<file path="src/rtl/mul_repadd.sv">
// mul_repadd: unsigned sequential multiplier by repeated addition.
// The accumulator P gains A once per ADD cycle while the down-counter B
// is non-zero, so the product is ready after B additions.
// Optional feature macro: MUL_SWAP_EN. When defined, the larger operand
// is loaded as the addend and the smaller as the count, so the number of
// additions is min(a, b).
//
// Handshake: start is taken only on an edge where ready=1. Operands are
// sampled on that same edge and ignored at all other times. done is a
// one-cycle pulse and product is valid in that cycle. product then holds
// until the next accepted start.
module mul_repadd #(
   parameter int W = 16
) (
   input  logic           clk,
   input  logic           rst,
   input  logic           start,
   input  logic [W-1:0]   a,
   input  logic [W-1:0]   b,
   output logic           ready,
   output logic           busy,
   output logic           done,
   output logic [2*W-1:0] product,
   output logic [1:0]     state_dbg
);

   typedef enum logic [1:0] {
      S_IDLE = 2'd0,
      S_ADD  = 2'd1,
      S_DONE = 2'd2
   } state_t;

   state_t         state_q, state_d;
   logic [W-1:0]   a_q, a_d;
   logic [W-1:0]   b_q, b_d;
   logic [2*W-1:0] p_q, p_d;
   logic [W-1:0]   load_a, load_b;

   // Select which operand is the addend and which is the addition count
   always_comb begin
`ifdef MUL_SWAP_EN
      if (b > a) begin
         load_a = b;
         load_b = a;
      end else begin
         load_a = a;
         load_b = b;
      end
`else
      load_a = a;
      load_b = b;
`endif
   end

   // Next-state, datapath update and handshake outputs
   always_comb begin
      state_d = state_q;
      a_d     = a_q;
      b_d     = b_q;
      p_d     = p_q;
      ready   = 1'b0;
      busy    = 1'b0;
      done    = 1'b0;
      case (state_q)
         S_IDLE: begin
            ready = 1'b1;
            if (start) begin
               a_d     = load_a;
               b_d     = load_b;
               p_d     = '0;
               state_d = S_ADD;
            end
         end
         S_ADD: begin
            busy = 1'b1;
            if (b_q != '0) begin
               p_d = p_q + {{W{1'b0}}, a_q};
               b_d = b_q - W'(1);
            end else begin
               state_d = S_DONE;
            end
         end
         S_DONE: begin
            busy    = 1'b1;
            done    = 1'b1;
            state_d = S_IDLE;
         end
         default: begin
            // An unused encoding returns to IDLE on the next edge
            state_d = S_IDLE;
         end
      endcase
   end

   // State and datapath registers with synchronous reset
   always_ff @(posedge clk) begin
      if (rst) begin
         state_q <= S_IDLE;
         a_q     <= '0;
         b_q     <= '0;
         p_q     <= '0;
      end else begin
         state_q <= state_d;
         a_q     <= a_d;
         b_q     <= b_d;
         p_q     <= p_d;
      end
   end

   assign product   = p_q;
   assign state_dbg = state_q;

endmodule

</file>
<file path="config.mk">
export PLATFORM = sky130hd
export DESIGN_NAME = mul_repadd
export DESIGN_NICKNAME = d
export VERILOG_FILES = /design/src/rtl/mul_repadd.sv
export SDC_FILE = /design/constraint.sdc
export NUM_CORES = 1
export LEC_CHECK = 0
export ABC_AREA = 1
export BUFFER_PORTS_ARGS = -buffer_cell sky130_fd_sc_hd__buf_2
export CELL_PAD_IN_SITES_DETAIL_PLACEMENT = 1
export CELL_PAD_IN_SITES_GLOBAL_PLACEMENT = 1
export CORE_MARGIN = 1.5
export CORE_UTILIZATION = 35
export CTS_BUF_LIST = sky130_fd_sc_hd__clkbuf_8
export CTS_CLUSTER_DIAMETER = 50
export DETAILED_ROUTE_END_ITERATION = 16
export GPL_ROUTABILITY_DRIVEN = 1
export PLACE_DENSITY_LB_ADDON = 0.1
export SLEW_MARGIN = 0
export SYNTH_ARGS = -nofsm -noshare
export SYNTH_HDL_FRONTEND = slang
export SYNTH_SLANG_ARGS = --single-unit
export TNS_END_PERCENT = 5
</file>
<file path="constraint.sdc">
create_clock -name clk -period 2 [get_ports clk]
set_input_delay 0.5 -clock clk [delete_from_list [all_inputs] [get_ports clk]]
set_output_delay 0.5 -clock clk [all_outputs]
set_load 0.01 [all_outputs]
</file>
## After elaboration in Yosys (flattened, before gate mapping)

Cells that the tools add are included.

- Register bits after elaboration: 66
- Bits of input ports: 35
- Output and inout port bits: 37

- Add/subtract/negate cells: 2
- Equality and inequality tests: 5
- Multiplexer cells: 12
- Reduce and logical (&&, ||, !) cells: 7

Operator list:

| kind | number |
|---|---|
| $mux 32 | 2 |
| $pmux 32 s2 | 1 |
| $add 32x16->32 | 1 |
| $mux 16 | 2 |
| $pmux 16 s2 | 1 |
| $reduce_bool 16->1 | 1 |
| $sub 16x1->16 const B | 1 |
| $ne 2x2->1 const B | 3 |
| $mux 2 | 2 |
| $pmux 2 s2 | 1 |
| $reduce_and 2->1 | 2 |
| $mux 1 | 3 |
| $reduce_and 3->1 | 1 |
| $eq 2x1->1 const B | 1 |
| $eq 2x2->1 const B | 1 |
| $logic_not 2->1 | 1 |
| $reduce_bool 2->1 | 1 |
| $reduce_or 2->1 | 1 |

## Logic depth before layout (Yosys ltp)

- Word-level depth: 3
- Mapped depth: 13
- Mapped depth without buffers: 13

## Worst setup path before layout

OpenSTA, ideal clock, no wires.

- Path type: register to register
- Start: register p_q[0] (netlist: product[0])
- End: register p_q[24] (netlist: product[24])
- Arrival: 1.740 ns
- Path slack: 0.145 ns
- Cell stages (with the launch flop): 14
- Path buffers: 0
- Period minus slack after synthesis: 1.855 ns
- Path through: dfxtp_1 > ha_1 > inv_1 > fa_1 > inv_1 > nand3_1 > nand3_1 > nand2_1 > nand2_1 > nand2_1 > nand2_1 > nand4_1 > nand2_1 > nor2_1

- Word-level cells in the longest chain between the ends: 3

Ends and longest elaborated chain:

| item | RTL line | text |
|---|---|---|
| from (decl) | 36 | `logic [2*W-1:0] p_q, p_d;` |
| from (signal assigned) | 106 | `p_q <= p_d;` |
| $add 32x16->32 | 77 | `p_d = p_q + {{W{1'b0}}, a_q};` |
| $mux 32 | 76 | `if (b_q != '0) begin` |
| $pmux 32 s2 | 64 | `case (state_q)` |

Every way passes these cells. The select of a mux whose other input is x is not followed.
A chain may end at the register's enable or synchronous reset.

## Worst setup path after layout

- Start: register p_q[5] (netlist: product[5])
- End: register p_q[10] (netlist: product[10])

The elaborated chain is that of the path after synthesis.

==> flow_results.xml <==
<?xml version="1.0" encoding="UTF-8"?>
<metrics>
  <group name="synthesis">
    <metric name="ys.warnings.count" unit="">0</metric>
    <metric name="synth.top_cells.by_area" unit="">sky130_fd_sc_hd__dfxtp_1, sky130_fd_sc_hd__nand2_1, sky130_fd_sc_hd__nor2_1</metric>
    <metric name="synth_area_per_inst" unit="µm²">6.23</metric>
    <metric name="syn_inst" unit="">709</metric>
    <metric name="synth_top_cell_by_area" unit="">sky130_fd_sc_hd__dfxtp_1</metric>
    <metric name="postSynthRegisterBits" unit="">66</metric>
    <metric name="synth_largest_type_area_fraction" unit="%">29.9</metric>
    <metric name="synth_seq_area_share" unit="%">29.9</metric>
    <metric name="post_synth_num_cell_types" unit="">34</metric>
    <metric name="synth_fp_nets" unit="">766</metric>
    <metric name="syn-cell-area" unit="µm²">4420</metric>
  </group>
  <group name="detailed_routing">
    <metric name="detail_route.first_pass.iterations" unit="">4</metric>
    <metric name="route.detailed.vias_per_inst" unit="">5.05</metric>
    <metric name="wire_per_inst" unit="µm">15.3</metric>
    <metric name="detail_route.iter0.violations" unit="">222</metric>
    <metric name="vias" unit="">4919</metric>
    <metric name="route.final.wire_length" unit="mm">14.9</metric>
    <metric name="post_detailed_route_count_of_antenna_violating_nets" unit="">0</metric>
    <metric name="remaining_drc_errors" unit="">0</metric>
  </group>
  <group name="worst_setup_path">
    <metric name="critical_path_peak_fanout" unit="">4</metric>
    <metric name="timing.critical_path.to_type" unit="">flip-flop</metric>
    <metric name="setup.worst_path.start_class" unit="">flip-flop</metric>
    <metric name="worst_ep_arrival_time" unit="ps">2260</metric>
    <metric name="crit_startpoint" unit="">product[5]</metric>
    <metric name="regToRegStartpoint" unit="">product[5]</metric>
    <metric name="worstPathRequired" unit="ps">2290</metric>
    <metric name="setup.worst_path.class" unit="">reg -&gt; reg</metric>
  </group>
  <group name="floorplanning">
    <metric name="die-area" unit="µm²">13300</metric>
    <metric name="die-width" unit="µm">115</metric>
    <metric name="fp-row-count" unit="">40</metric>
    <metric name="pin_count" unit="">72</metric>
    <metric name="floorplan.initialDensity" unit="%">36.3</metric>
    <metric name="chipHeight" unit="µm">115</metric>
    <metric name="design.core.area" unit="µm²">12200</metric>
  </group>
  <group name="layout">
    <metric name="area.growth.synth_to_final" unit="%">21.3</metric>
    <metric name="final_area" unit="µm²">5360</metric>
    <metric name="layout-drive-gt1-share" unit="%">19.7</metric>
    <metric name="final_nets" unit="">859</metric>
    <metric name="n_antenna_cell" unit="">0</metric>
    <metric name="fillers" unit="">1699</metric>
  </group>
  <group name="power_and_ir_drop">
    <metric name="ir_worst_vdd" unit="mV">0.347</metric>
    <metric name="leakagePower" unit="nW">2.56</metric>
    <metric name="power_per_cell_area" unit="nW/µm²">803</metric>
  </group>
  <group name="flow_run">
    <metric name="max_cap_violations" unit="">0</metric>
  </group>
  <group name="cts">
    <metric name="clk_pin_slew_worst_paths" unit="ps">70</metric>
    <metric name="clock_tree.buffer_depth" unit="">2</metric>
    <metric name="clock_latency" unit="ps">370</metric>
    <metric name="tritoncts_num_sinks" unit="">66</metric>
    <metric name="cts_root_buf" unit="">sky130_fd_sc_hd__clkbuf_8</metric>
    <metric name="cts-buffers-inserted" unit="">9</metric>
    <metric name="cts_max_level" unit="">3</metric>
    <metric name="cts_tree" unit="">done</metric>
  </group>
  <group name="global_routing">
    <metric name="grt_pass1_wl" unit="mm">24.6</metric>
    <metric name="antenna_found_initial" unit="">0</metric>
    <metric name="globalRoute.totalOverflow" unit="">0</metric>
    <metric name="grt_util_all_layers" unit="%">24.0</metric>
    <metric name="grt_max_degree" unit="">27</metric>
    <metric name="number_of_global_route_vias_before_repair" unit="">5044</metric>
  </group>
  <group name="place">
    <metric name="detailed_place.area" unit="µm²">5080</metric>
    <metric name="routabilityCongestion" unit="">0.943</metric>
    <metric name="detailed_place_hpwl" unit="mm">11.7</metric>
    <metric name="port_buffers" unit="">71</metric>
    <metric name="preCtsSetupSlack" unit="ps">-39.5</metric>
  </group>
  <group name="timing">
    <metric name="rsz0062_at_grt" unit="">yes</metric>
    <metric name="timing.slew.headroom" unit="%">67.2</metric>
    <metric name="timing_max_transition_violations_final" unit="">0</metric>
    <metric name="max_slew.worst_pin.slew" unit="ps">490</metric>
    <metric name="final.setup_skew" unit="ps">13.0</metric>
    <metric name="highest_clock_rate" unit="MHz">508</metric>
    <metric name="report.final.setup_viol" unit="">0</metric>
    <metric name="final.setup.tns" unit="ps">0</metric>
    <metric name="postLayoutSetupSlackWorst" unit="ps">31.5</metric>
    <metric name="fin_crit" unit="ps">1970</metric>
    <metric name="hold_violations" unit="">0</metric>
    <metric name="timing.final.crit_share" unit="%">98.4</metric>
  </group>
  <group name="min_path">
    <metric name="worstHoldPathType" unit="">in -&gt; reg</metric>
    <metric name="min-delay-start" unit="">a[3]</metric>
  </group>
  <group name="outcome">
    <metric name="status" unit="">complete, no violations</metric>
  </group>
</metrics>
==> registers in the layout, indices dropped and copies added (netlist names) <==
| name | count |
|---|---|
| product | 32 |
| a_q | 16 |
| b_q | 16 |
| state_dbg | 2 |
==> placed cells by master (no fill, tap or decap), drive strengths merged, types with 12 or more instances in the layout <==
cell	count
a21oi	53
buf	100
dfxtp	66
ha	21
inv	79
nand2	212
nand3	51
nand3b	12
nor2	105
o21ai	46
==> repair_timing <==
| action | CTS | global route |
|---|---|---|
| setup buffers | 0 | 3 |
| hold buffers | 0 | 0 |
| pin swaps | 0 | 3 |
| resized for setup | 3 | 20 |
| endpoints found under the setup margin | 6 | 21 |
==> Yosys cell counts, drive strengths merged <==
cell type / instances
nor3: 7
a22oi: 1
a31oi: 5
nand2: 212
nor2: 105
fa: 1
o211ai: 4
xnor2: 6
a21oi: 53
nor4: 1
inv: 77
dfxtp: 66
o21ai: 46
and2: 3
nand3b: 12
xor2: 4
clkbuf: 8
or2: 7
nand3: 51
buf: 10
ha: 21
o211a: 1
nand4: 8
==> layout make-up <==
| cell class | instances | area, µm² | share of cell area, % |
|---|---|---|---|
| inverters | 77 | 289 | 5.39 |
| repair buffers | 100 | 586 | 10.9 |
| flip-flops and latches | 66 | 1320 | 24.7 |
| clock buffers | 11 | 151 | 2.83 |
| clock inverters | 4 | 20.0 | 0.374 |
| well taps | 168 | 210 | 3.92 |
| multi-input cells | 548 | 2780 | 51.9 |
==> power by group <==
group | total [mW] | leakage, nW | internal (mW) | switching, mW
combinational | 1.65 | 1.93 | 0.620 | 1.03
sequential | 1.61 | 0.540 | 1.47 | 0.146
clock | 1.04 | 0.0938 | 0.500 | 0.541
total | 4.30 | 2.56 | 2.59 | 1.72
==> critical path, cell delays in order, from the launching register on <==
cell	delay [ps]
sky130_fd_sc_hd__dfxtp_1	330
sky130_fd_sc_hd__ha_1	320
sky130_fd_sc_hd__buf_4	150
sky130_fd_sc_hd__nand2_1	140
sky130_fd_sc_hd__inv_1	80
sky130_fd_sc_hd__nand2_1	80
sky130_fd_sc_hd__nand2_1	50
sky130_fd_sc_hd__nand2_1	50
sky130_fd_sc_hd__nand3b_1	130
sky130_fd_sc_hd__buf_4	170
sky130_fd_sc_hd__a21oi_1	110
sky130_fd_sc_hd__o21ai_0	110
sky130_fd_sc_hd__a21oi_1	150
==> metrics by stage <==
| step | utilization [%] | total power, mW | hold WS (ps) | cells |
|---|---|---|---|---|
| floorplan | - | 2.75 | 459 | 709 |
| global placement | 41.8 | 3.20 | 458 | 956 |
| detailed placement | 41.8 | 3.26 | 476 | 956 |
| CTS | 43.3 | 4.32 | 367 | 971 |
| global route | 44.1 | 4.64 | 396 | 974 |
| finish | 44.1 | 4.30 | 384 | 974 |
==> per-layer routing <==
metal	up-vias	global-route usage (%)	routed length, µm
met5	-	0	0
met4	0	11.2	446
met3	34	4.01	420
met2	77	39.4	6920
met1	2337	30.6	7170
li1	2471	-	-
==> cell families after synthesis <==
kind of cell	Yosys count	share of synthesized area, %
AO/OA/AOI/OAI	110	13.1
flip-flops	66	29.9
XOR/XNOR	10	1.98
buffers and inverters	95	9.07
AND/OR/NAND/NOR	406	39.5
adder cells (fa/ha/maj)	22	6.40
==> path summary, 6_finish.rpt <==
kind	endpoint	slack [ps]	cells after the start
max	product[10]	30	12
min reg2reg	product[31]	480	2
min	a_q[3]	380	3
max reg2reg	product[10]	30	12
(Power assumes the default switching activity.)
